`config.mk`:
```
export PLATFORM = sky130hd
export DESIGN_NAME = regfile_mp
export DESIGN_NICKNAME = d
export VERILOG_FILES = /design/src/rtl/rf_pkg.sv /design/src/rtl/rf_scoreboard.sv /design/src/rtl/regfile_mp.sv
export SDC_FILE = /design/constraint.sdc
export NUM_CORES = 2
export LEC_CHECK = 0
export ABC_AREA = 1
export ABC_CLOCK_PERIOD_IN_PS = 4200
export CORE_UTILIZATION = 57
export DETAILED_ROUTE_END_ITERATION = 12
export PLACE_DENSITY_LB_ADDON = 0.15
export SETUP_SLACK_MARGIN = 0.15
export SLEW_MARGIN = 10
export SYNTH_ARGS = -nofsm -noshare
export SYNTH_HDL_FRONTEND = slang
export SYNTH_SLANG_ARGS = --single-unit
```
`constraint.sdc`:
```
create_clock -name clk -period 4.2 [get_ports clk]
set_clock_uncertainty 0.15 [all_clocks]
set_input_delay 0.84 -clock clk [delete_from_list [all_inputs] [get_ports clk]]
set_output_delay 0.84 -clock clk [all_outputs]
set_load 0.02 [all_outputs]
```
`src/rtl/rf_pkg.sv`:
```
// Shared defaults and helpers for the multi-port register file and its scoreboard.
package rf_pkg;

  localparam int unsigned RF_DW    = 32;
  localparam int unsigned RF_AW    = 5;
  localparam int unsigned RF_ENTRY = 32;
  localparam int unsigned RF_PW    = 2;

  typedef logic [RF_PW-1:0] cnt_t;

  // Low bit of port 'port' inside a flat bus of 'width'-bit fields.
  function automatic int unsigned slice_lo(input int unsigned port, input int unsigned width);
    return port * width;
  endfunction

  function automatic logic addr_ok(input logic [31:0] addr, input int unsigned entries);
    return addr < entries;
  endfunction

endpackage

```
`src/rtl/rf_scoreboard.sv`:
```
// Per-entry pending-write counters: alloc/release arithmetic, busy/full flags, sticky error.
module rf_scoreboard
  import rf_pkg::*;
#(
  parameter int unsigned AW      = RF_AW,
  parameter int unsigned ENTRY   = RF_ENTRY,
  parameter int unsigned NRD     = 2,
  parameter int unsigned NWR     = 1,
  parameter int unsigned PW      = RF_PW,
  parameter int unsigned ZREG_EN = 0,
  parameter int unsigned ZREG    = 0
) (
  input  logic              clk,
  input  logic              rst_n,
  input  logic              aen,
  input  logic [AW-1:0]     aa,
  input  logic [NWR-1:0]    wen,
  input  logic [NWR*AW-1:0] wa,
  input  logic [NRD*AW-1:0] ra,
  output logic [NWR-1:0]    wacc,
  output logic [NRD-1:0]    rbusy,
  output logic              afull,
  output logic              err
);

  localparam logic [PW-1:0] CntMax = {PW{1'b1}};

  logic [PW-1:0] cnt_q [ENTRY];
  logic [PW-1:0] cnt_d [ENTRY];
  logic [AW-1:0] wa_s  [NWR];
  logic [AW-1:0] ra_s  [NRD];
  logic          inc   [ENTRY];
  logic          dec   [ENTRY];
  logic [NWR-1:0] wbad;
  logic [PW-1:0]  cnt_aa;
  logic           aa_ok, aa_zero, alloc_ok;
  logic           err_q;

  always_comb begin
    for (int unsigned k = 0; k < NWR; k++) begin
      wa_s[k] = wa[slice_lo(k, AW) +: AW];
      wbad[k] = wen[k] && !addr_ok(32'(wa_s[k]), ENTRY);
      // Writes to the hardwired-zero entry are dropped and never release a count.
      wacc[k] = wen[k] && !wbad[k] && !((ZREG_EN != 0) && (wa_s[k] == AW'(ZREG)));
    end
    for (int unsigned i = 0; i < NRD; i++) ra_s[i] = ra[slice_lo(i, AW) +: AW];
  end

  always_comb begin
    aa_ok   = addr_ok(32'(aa), ENTRY);
    aa_zero = (ZREG_EN != 0) && (aa == AW'(ZREG));
    cnt_aa  = '0;
    for (int unsigned e = 0; e < ENTRY; e++) if (aa == AW'(e)) cnt_aa = cnt_q[e];
    afull    = aa_ok && (cnt_aa == CntMax);
    alloc_ok = aen && aa_ok && !aa_zero && !afull;
  end

  always_comb begin
    for (int unsigned e = 0; e < ENTRY; e++) begin
      inc[e] = alloc_ok && (aa == AW'(e));
      dec[e] = 1'b0;
      for (int unsigned k = 0; k < NWR; k++) dec[e] = dec[e] | (wacc[k] && (wa_s[k] == AW'(e)));
      cnt_d[e] = cnt_q[e];
      if (inc[e] && !dec[e]) begin
        cnt_d[e] = cnt_q[e] + PW'(1);
      end else if (dec[e] && !inc[e] && (cnt_q[e] != '0)) begin
        cnt_d[e] = cnt_q[e] - PW'(1);
      end
    end
  end

  always_comb begin
    for (int unsigned i = 0; i < NRD; i++) begin
      rbusy[i] = 1'b0;
      for (int unsigned e = 0; e < ENTRY; e++) begin
        if ((ra_s[i] == AW'(e)) && (cnt_q[e] != '0)) rbusy[i] = 1'b1;
      end
    end
  end

  always_ff @(posedge clk or negedge rst_n) begin
    if (!rst_n) begin
      for (int unsigned e = 0; e < ENTRY; e++) cnt_q[e] <= '0;
      err_q <= 1'b0;
    end else begin
      cnt_q <= cnt_d;
      err_q <= err_q | (aen && !aa_ok) | (aen && aa_ok && !aa_zero && afull) | (|wbad);
    end
  end

  assign err = err_q;

endmodule

```
`src/rtl/regfile_mp.sv`:
```
// Multi-port register file with optional bypass, hardwired-zero entry and a
// write-pending scoreboard so decode can detect RAW hazards.
module regfile_mp
  import rf_pkg::*;
#(
  parameter int unsigned DW      = RF_DW,
  parameter int unsigned AW      = RF_AW,
  parameter int unsigned ENTRY   = RF_ENTRY,
  parameter int unsigned NRD     = 2,
  parameter int unsigned NWR     = 1,
  parameter int unsigned BYPASS  = 1,
  parameter int unsigned ZREG_EN = 0,
  parameter int unsigned ZREG    = 0,
  parameter int unsigned PW      = RF_PW
) (
  input  logic              clk,
  input  logic              rst_n,
  input  logic [NWR-1:0]    wen,
  input  logic [NWR*AW-1:0] wa,
  input  logic [NWR*DW-1:0] di,
  input  logic [NRD*AW-1:0] ra,
  output logic [NRD*DW-1:0] dout,
  output logic [NRD-1:0]    rbusy,
  input  logic              aen,
  input  logic [AW-1:0]     aa,
  output logic              afull,
  output logic              err
);

  logic [AW-1:0]  wa_s  [NWR];
  logic [DW-1:0]  di_s  [NWR];
  logic [AW-1:0]  ra_s  [NRD];
  logic [DW-1:0]  rd_s  [NRD];
  logic [DW-1:0]  mem_q [ENTRY];
  logic [DW-1:0]  mem_d [ENTRY];
  logic [NWR-1:0] wacc;

  rf_scoreboard #(
    .AW      (AW),
    .ENTRY   (ENTRY),
    .NRD     (NRD),
    .NWR     (NWR),
    .PW      (PW),
    .ZREG_EN (ZREG_EN),
    .ZREG    (ZREG)
  ) u_sb (
    .clk   (clk),
    .rst_n (rst_n),
    .aen   (aen),
    .aa    (aa),
    .wen   (wen),
    .wa    (wa),
    .ra    (ra),
    .wacc  (wacc),
    .rbusy (rbusy),
    .afull (afull),
    .err   (err)
  );

  always_comb begin
    for (int unsigned k = 0; k < NWR; k++) begin
      wa_s[k] = wa[slice_lo(k, AW) +: AW];
      di_s[k] = di[slice_lo(k, DW) +: DW];
    end
    for (int unsigned i = 0; i < NRD; i++) ra_s[i] = ra[slice_lo(i, AW) +: AW];
  end

  // Ascending port scan: the highest-index matching port lands last and wins.
  always_comb begin
    for (int unsigned e = 0; e < ENTRY; e++) begin
      mem_d[e] = mem_q[e];
      for (int unsigned k = 0; k < NWR; k++) begin
        if (wacc[k] && (wa_s[k] == AW'(e))) mem_d[e] = di_s[k];
      end
    end
  end

  always_ff @(posedge clk or negedge rst_n) begin
    if (!rst_n) begin
      for (int unsigned e = 0; e < ENTRY; e++) mem_q[e] <= '0;
    end else begin
      mem_q <= mem_d;
    end
  end

  // Out-of-range addresses match no entry and read as zero.
  always_comb begin
    dout = '0;
    for (int unsigned i = 0; i < NRD; i++) begin
      rd_s[i] = '0;
      for (int unsigned e = 0; e < ENTRY; e++) if (ra_s[i] == AW'(e)) rd_s[i] = mem_q[e];
      if (BYPASS != 0) begin
        for (int unsigned k = 0; k < NWR; k++) begin
          if (wacc[k] && (wa_s[k] == ra_s[i])) rd_s[i] = di_s[k];
        end
      end
      if ((ZREG_EN != 0) && (ra_s[i] == AW'(ZREG))) rd_s[i] = '0;
      dout[slice_lo(i, DW) +: DW] = rd_s[i];
    end
  end

endmodule

```
Yosys cells after proc, flatten, opt, wreduce, memory -nomap -nowiden
Index checks and enable logic that the tools add are counted.
{ "word_totals": {"reg_bits": 1089, "inputBits": 56, "output_inout_bits": 68, "word_cells": 844} }
{ "op_classes": {"n_addsub": 64, "n_eq_ne": 127, "mux": 226, "bitwise": 1, "reduce_logical": 361} }
{ "ops": {"columns": ["operator", "count"], "rows": [
  ["two-way mux 32 bit", 66],
  ["equality test 5 bit, second input constant", 64],
  ["logical AND 1 bit", 228],
  ["two-way mux 2 bit", 96],
  ["equality test 5 x 4 -> 1 bit, second input constant", 32],
  ["nonzero test 2 bit", 64],
  ["equality test 5 x 3 -> 1 bit, second input constant", 16],
  ["logical NOT 1 bit", 65],
  ["adder 2 x 1 -> 2 bit, second input constant", 32],
  ["two-way mux 1 bit", 64],
  ["subtractor 2 x 1 -> 2 bit, second input constant", 32],
  ["equality test 5 x 2 -> 1 bit, second input constant", 8],
  ["equality test 5 x 1 -> 1 bit, second input constant", 4],
  ["logical NOT 5 bit", 4],
  ["equality test 5 bit", 2],
  ["equality test 2 bit, second input constant", 1],
  ["bitwise OR 1 bit", 1]
]} }

Logic depth before layout (Yosys ltp)
{ "logic_depth": {"depth_word": 42, "depth_mapped": 29, "depth_no_buf": 28} }

Cells and area by module
A second synthesis with hierarchy kept.
{ "unflattened": {"hier_cells": 8589, "area_unflattened_um2": 59112.9} }
{ "modules_own_cells": {"columns": ["module", "n_inst", "cells_each", "area_per_inst_um2", "seq_area_each_um2"], "rows": [
  ["regfile_mp", 1, 7657, 53662.7, 25624.6],
  ["rf_scoreboard", 1, 932, 5450.2, 1626.6]
]} }

Worst setup path after synthesis
Ideal clock, no wire load.
{ "synth_path": {"path_kind": "input -> output", "startpoint": "input port ra[2]", "endpoint": "output port dout[20]", "arrival_time_ns": 3.196, "t_required_ns": 3.210, "slack_ns": 0.014, "stages": 22, "path_buffers": 1, "cell_sequence": "buf_2 -> nor2_2 -> nand2_1 -> nor2_2 -> clkinv_1 -> nor2_1 -> a211oi_1 -> nand4_1 -> nor2_1 -> o2111ai_1 -> o21ai_0 -> nand4_1 -> nor2_1 -> nand4_1 -> nor2_1 -> nand4_1 -> nor2_1 -> nand4_1 -> o21ai_0 -> nand3_1 -> nor2_1 -> o21ai_0"} }
{ "synth_between": {"elab_chain_cells": 34, "elab_cells_between_ends": 67, "classes_between": "32 x eq/ne; 33 x mux; 2 x reduce/logical"} }
{ "synth_lines": {"columns": ["item", "line_no", "text"], "rows": [
  ["start: declaration", "regfile_mp.sv:21", "input logic [NRD*AW-1:0] ra,"],
  ["logical NOT 5 bit", "regfile_mp.sv:91", "for (int unsigned e = 0; e < ENTRY; e++) if (ra_s[i] == AW'(e)) rd_s[i] = mem_q[e];"],
  ["two-way mux 32 bit (32 in series)", "regfile_mp.sv:91", null],
  ["two-way mux 32 bit (*)", "regfile_mp.sv:94", "if (wacc[k] && (wa_s[k] == ra_s[i])) rd_s[i] = di_s[k];"],
  ["end: declaration", "regfile_mp.sv:22", "output logic [NRD*DW-1:0] dout,"]
]} }
Every way passes the cells marked *; elsewhere a longest branch is shown, timed or not.

Worst setup path in the final report
{ "layout_path": {"startpoint": "input port ra[8]", "endpoint": "output port dout[39]"} }
Same word-level chain as after synthesis.

==> run metrics <==
GRT met3 Usage 19.5%; via count 64200; Initial Utilization between 50% and 60%; register bit count reported by yosys 1089; Synth Area per Inst 7.14 sq um; # rows 116; setup tns final -68.83 ns; area post-placement between 60000 and 70000 sq um; Most used DFF post-synth dfrtp_1; DRT Pass-1 Iters 9; H-tree depth 3; Crit. End Element primary output; met1 Usage GRT 65.3%; Multi-input gate area 28800 sq um; DPL Wire Length 187000 microns; sequential share of the synthesized area 47.0%; Unique masters post-synth 48; Post-Synthesis Cells 8113; CTS root buffer clkbuf_16; GR Util met2 70.7%; vias in the first global route between 60000 and 70000; arrival time worst endpoint approximately 4.6 ns; RSZ-0062 raised after global routing yes; Die ar. between 100000 and 150000 sq um; Max Slew Vio Count 0; max-slew headroom at the worst pin 3.29%; Final min period 5.56 ns; port bufs between 100 and 150; Mapped Nets 8169; WL final about 260000 microns; CP Launch Type input pin; CTS clk-pin slew, worst paths 0.06 ns; total core area 100000 sq um; Crit Path Class in2out; Clock Latency Late Sink 0.74 ns; FF/Latch Area between 20000 and 30000 sq um; TritonCTS clock tree yes; GRT Overall Usage between 50% and 60%; first-pass GRT wire length 385000 microns; violated checks setup timing; dpl cells 9988; DR DRC count 0; top-area cell type share of the netlist area 47.0%; cell taking the most area after synthesis dfrtp_1; initial antenna violation count 7; DRT iter0 DRCs around 9400; max_cap viols 0; Fmax 180 MHz; largest net degree at the start of global routing 93; gr ovfl total 0; antenna viol nets, final 0; CP max FO 4; Hold Crit Class in2async; GPL Wtd Cong roughly 1.1; # setup viols final 66; pre-CTS setup slack -2.37 ns; fin crit share 132%; LEAKAGE 36.0 nW; fin area 76000 sq um; maximum vdd drop 461 uV; GR peak layer met2; Power Total between 30 and 40 mW; Req. time, crit path 3.21 ns; die width around 320 microns; P&R area growth vs syn 31.1%; Ys Warns 0; cell with the most instances after synthesis nand2_1; I/O pin total 124; Die H 321 microns; CTS buffer count 116; wire per inst 25.4 microns; PwrDens 423 nW/um^2; Final Hold Violating Endpoints 0; fraction of layout cells with a size suffix above 1 between 20% and 30%; Post-Syn Area around 58000 sq um; Post-synth ARST share 100%; Sink Count 1089; Max Buffers Root-to-Sink 3; Worst-Margin Slew approximately 1.4 ns; Post-synth EDFFs 0; synth top area cells dfrtp_1 (47%), nand2_1 (18%), o21ai_0 (11%); Fill cells 7626; final std cells w/o fill between 10000 and 15000; status finished, violations left; Final Net Count 8954; DR vias/cell 6.20; commonest cells in the netlist nand2_1 (2740), o21ai_0 (1284), dfrtp_1 (1089); Worst Setup Slack, final -1.36 ns
cell usage in the layout (no fill, tap or decap), types with 29 or more instances in the layout:
cell type,Yosys,routed
a21oi_1,143,90
a21oi_2,0,41
buf_12,2,121
buf_4,3,830
buf_6,9,168
clkbuf_1,477,29
clkbuf_16,0,119
clkdlybuf4s50_1,0,40
dfrtp_1,1089,1089
inv_1,655,631
inv_2,23,30
nand2_1,2740,2628
nand2_2,5,82
nand2_4,0,32
nand3_1,242,184
nand3_2,24,68
nand4_1,396,396
nor2_1,667,497
nor2_2,16,134
nor2_4,5,58
o21ai_0,1284,1208
o21ai_1,51,57
o21ai_2,0,64
area by class of cell:
class                           count  share of cell area, %
Multi-Input combinational cell   5793                   37.9
Clock buffer                      175                   4.54
Sequential cell                  1089                   35.9
Tap cell                         1357                   2.24
Timing Repair inverter              1                0.00988
Timing Repair Buffer             1197                   15.2
Inverter                          700                   3.58
Clock inverter                     34                  0.642
Antenna cell                        7                 0.0231
stage by stage:
step | hold WS [ns] | utilization (%)
3_5_place_dp | 0.298 | 66.7
4_1_cts | 0.0814 | 73.9
5_1_grt | 0.0937 | 75.6
6_report | 0.0992 | 75.6
3_3_place_gp | 0.289 | 66.7
2_1_floorplan | 0.314 | -
power by group:
part           total, mW  internal, mW  switching [mW]  leakage, nW
logic               7.11          2.59            4.51         20.5
clock network       10.8          6.20            4.56         1.94
registers           14.3          12.7            1.63         13.6
state kept, by name, indices dropped and copies added (netlist names):
name,flops
mem_q,1024
u_sb.cnt_q,64
u_sb.err,1
cell families after synthesis:
kind of cell / after synthesis / synth area share [%]
buffers and inverters: 1232 / 8.24
multiplexers: 13 / 0.225
AND/OR/NAND/NOR: 4159 / 29.9
XOR/XNOR: 2 / 0.0302
AO/OA/AOI/OAI: 1618 / 14.6
flip-flops: 1089 / 47.0
worst max-delay path, stage by stage:
cell	delay [ns]
buf_6	0.09
buf_6	0.13
nor2_4	0.15
inv_2	0.07
buf_6	0.12
nor2_4	0.09
inv_2	0.05
nor2_4	0.21
clkinvlp_4	0.25
buf_6	0.18
nor2_4	0.10
a41oi_2	0.04
nor2_1	0.14
nand3_1	0.12
nor3_2	0.16
nand3_1	0.16
o22ai_2	0.16
nand4_1	0.13
nor2_2	0.14
nand4_1	0.12
nor2_2	0.13
nand4_1	0.13
nor2_1	0.13
nand3_1	0.10
o21bai_1	0.18
nand2_2	0.23
buf_6	0.21
worst paths after layout:
check / slack (ns) / start / to / depth (start not counted)
min in group clk: 0.31 / u_sb.err$_DFF_PN0_ / u_sb.err$_DFF_PN0_ / 1
max in group asynchronous: 2.61 / rst_n / mem_q[332]$_DFFE_PN0P_ / 2
hold reg to reg: 0.31 / u_sb.err$_DFF_PN0_ / u_sb.err$_DFF_PN0_ / 1
setup reg to reg: 0.80 / u_sb.cnt_q[62]$_DFFE_PN0P_ / u_sb.cnt_q[24]$_DFFE_PN0P_ / 27
hold / removal: 0.1 / rst_n / mem_q[253]$_DFFE_PN0P_ / 1
setup / recovery: -1.36 / ra[8] / dout[39] / 27
layer usage:
| layer | wire, microns | up-vias | part of all wire, % |
|---|---|---|---|
| li1 | - | 27900 | - |
| met1 | 95900 | 30400 | 37 |
| met2 | 106000 | 4722 | 41 |
| met3 | 40000 | 1129 | 15 |
| met4 | 19500 | 14 | 7.4 |
| met5 | 847 | - | 0.32 |
what timing repair did:
item                                    in CTS  in global routing
gates cloned                                10                  1
resized for setup                         1077                346
pin swaps                                  512                583
endpoints found under the setup margin      67                 67
setup buffers                               90                 50
hold buffers                                 0                  0
Note: power is estimated with default switching activity, not from simulation.
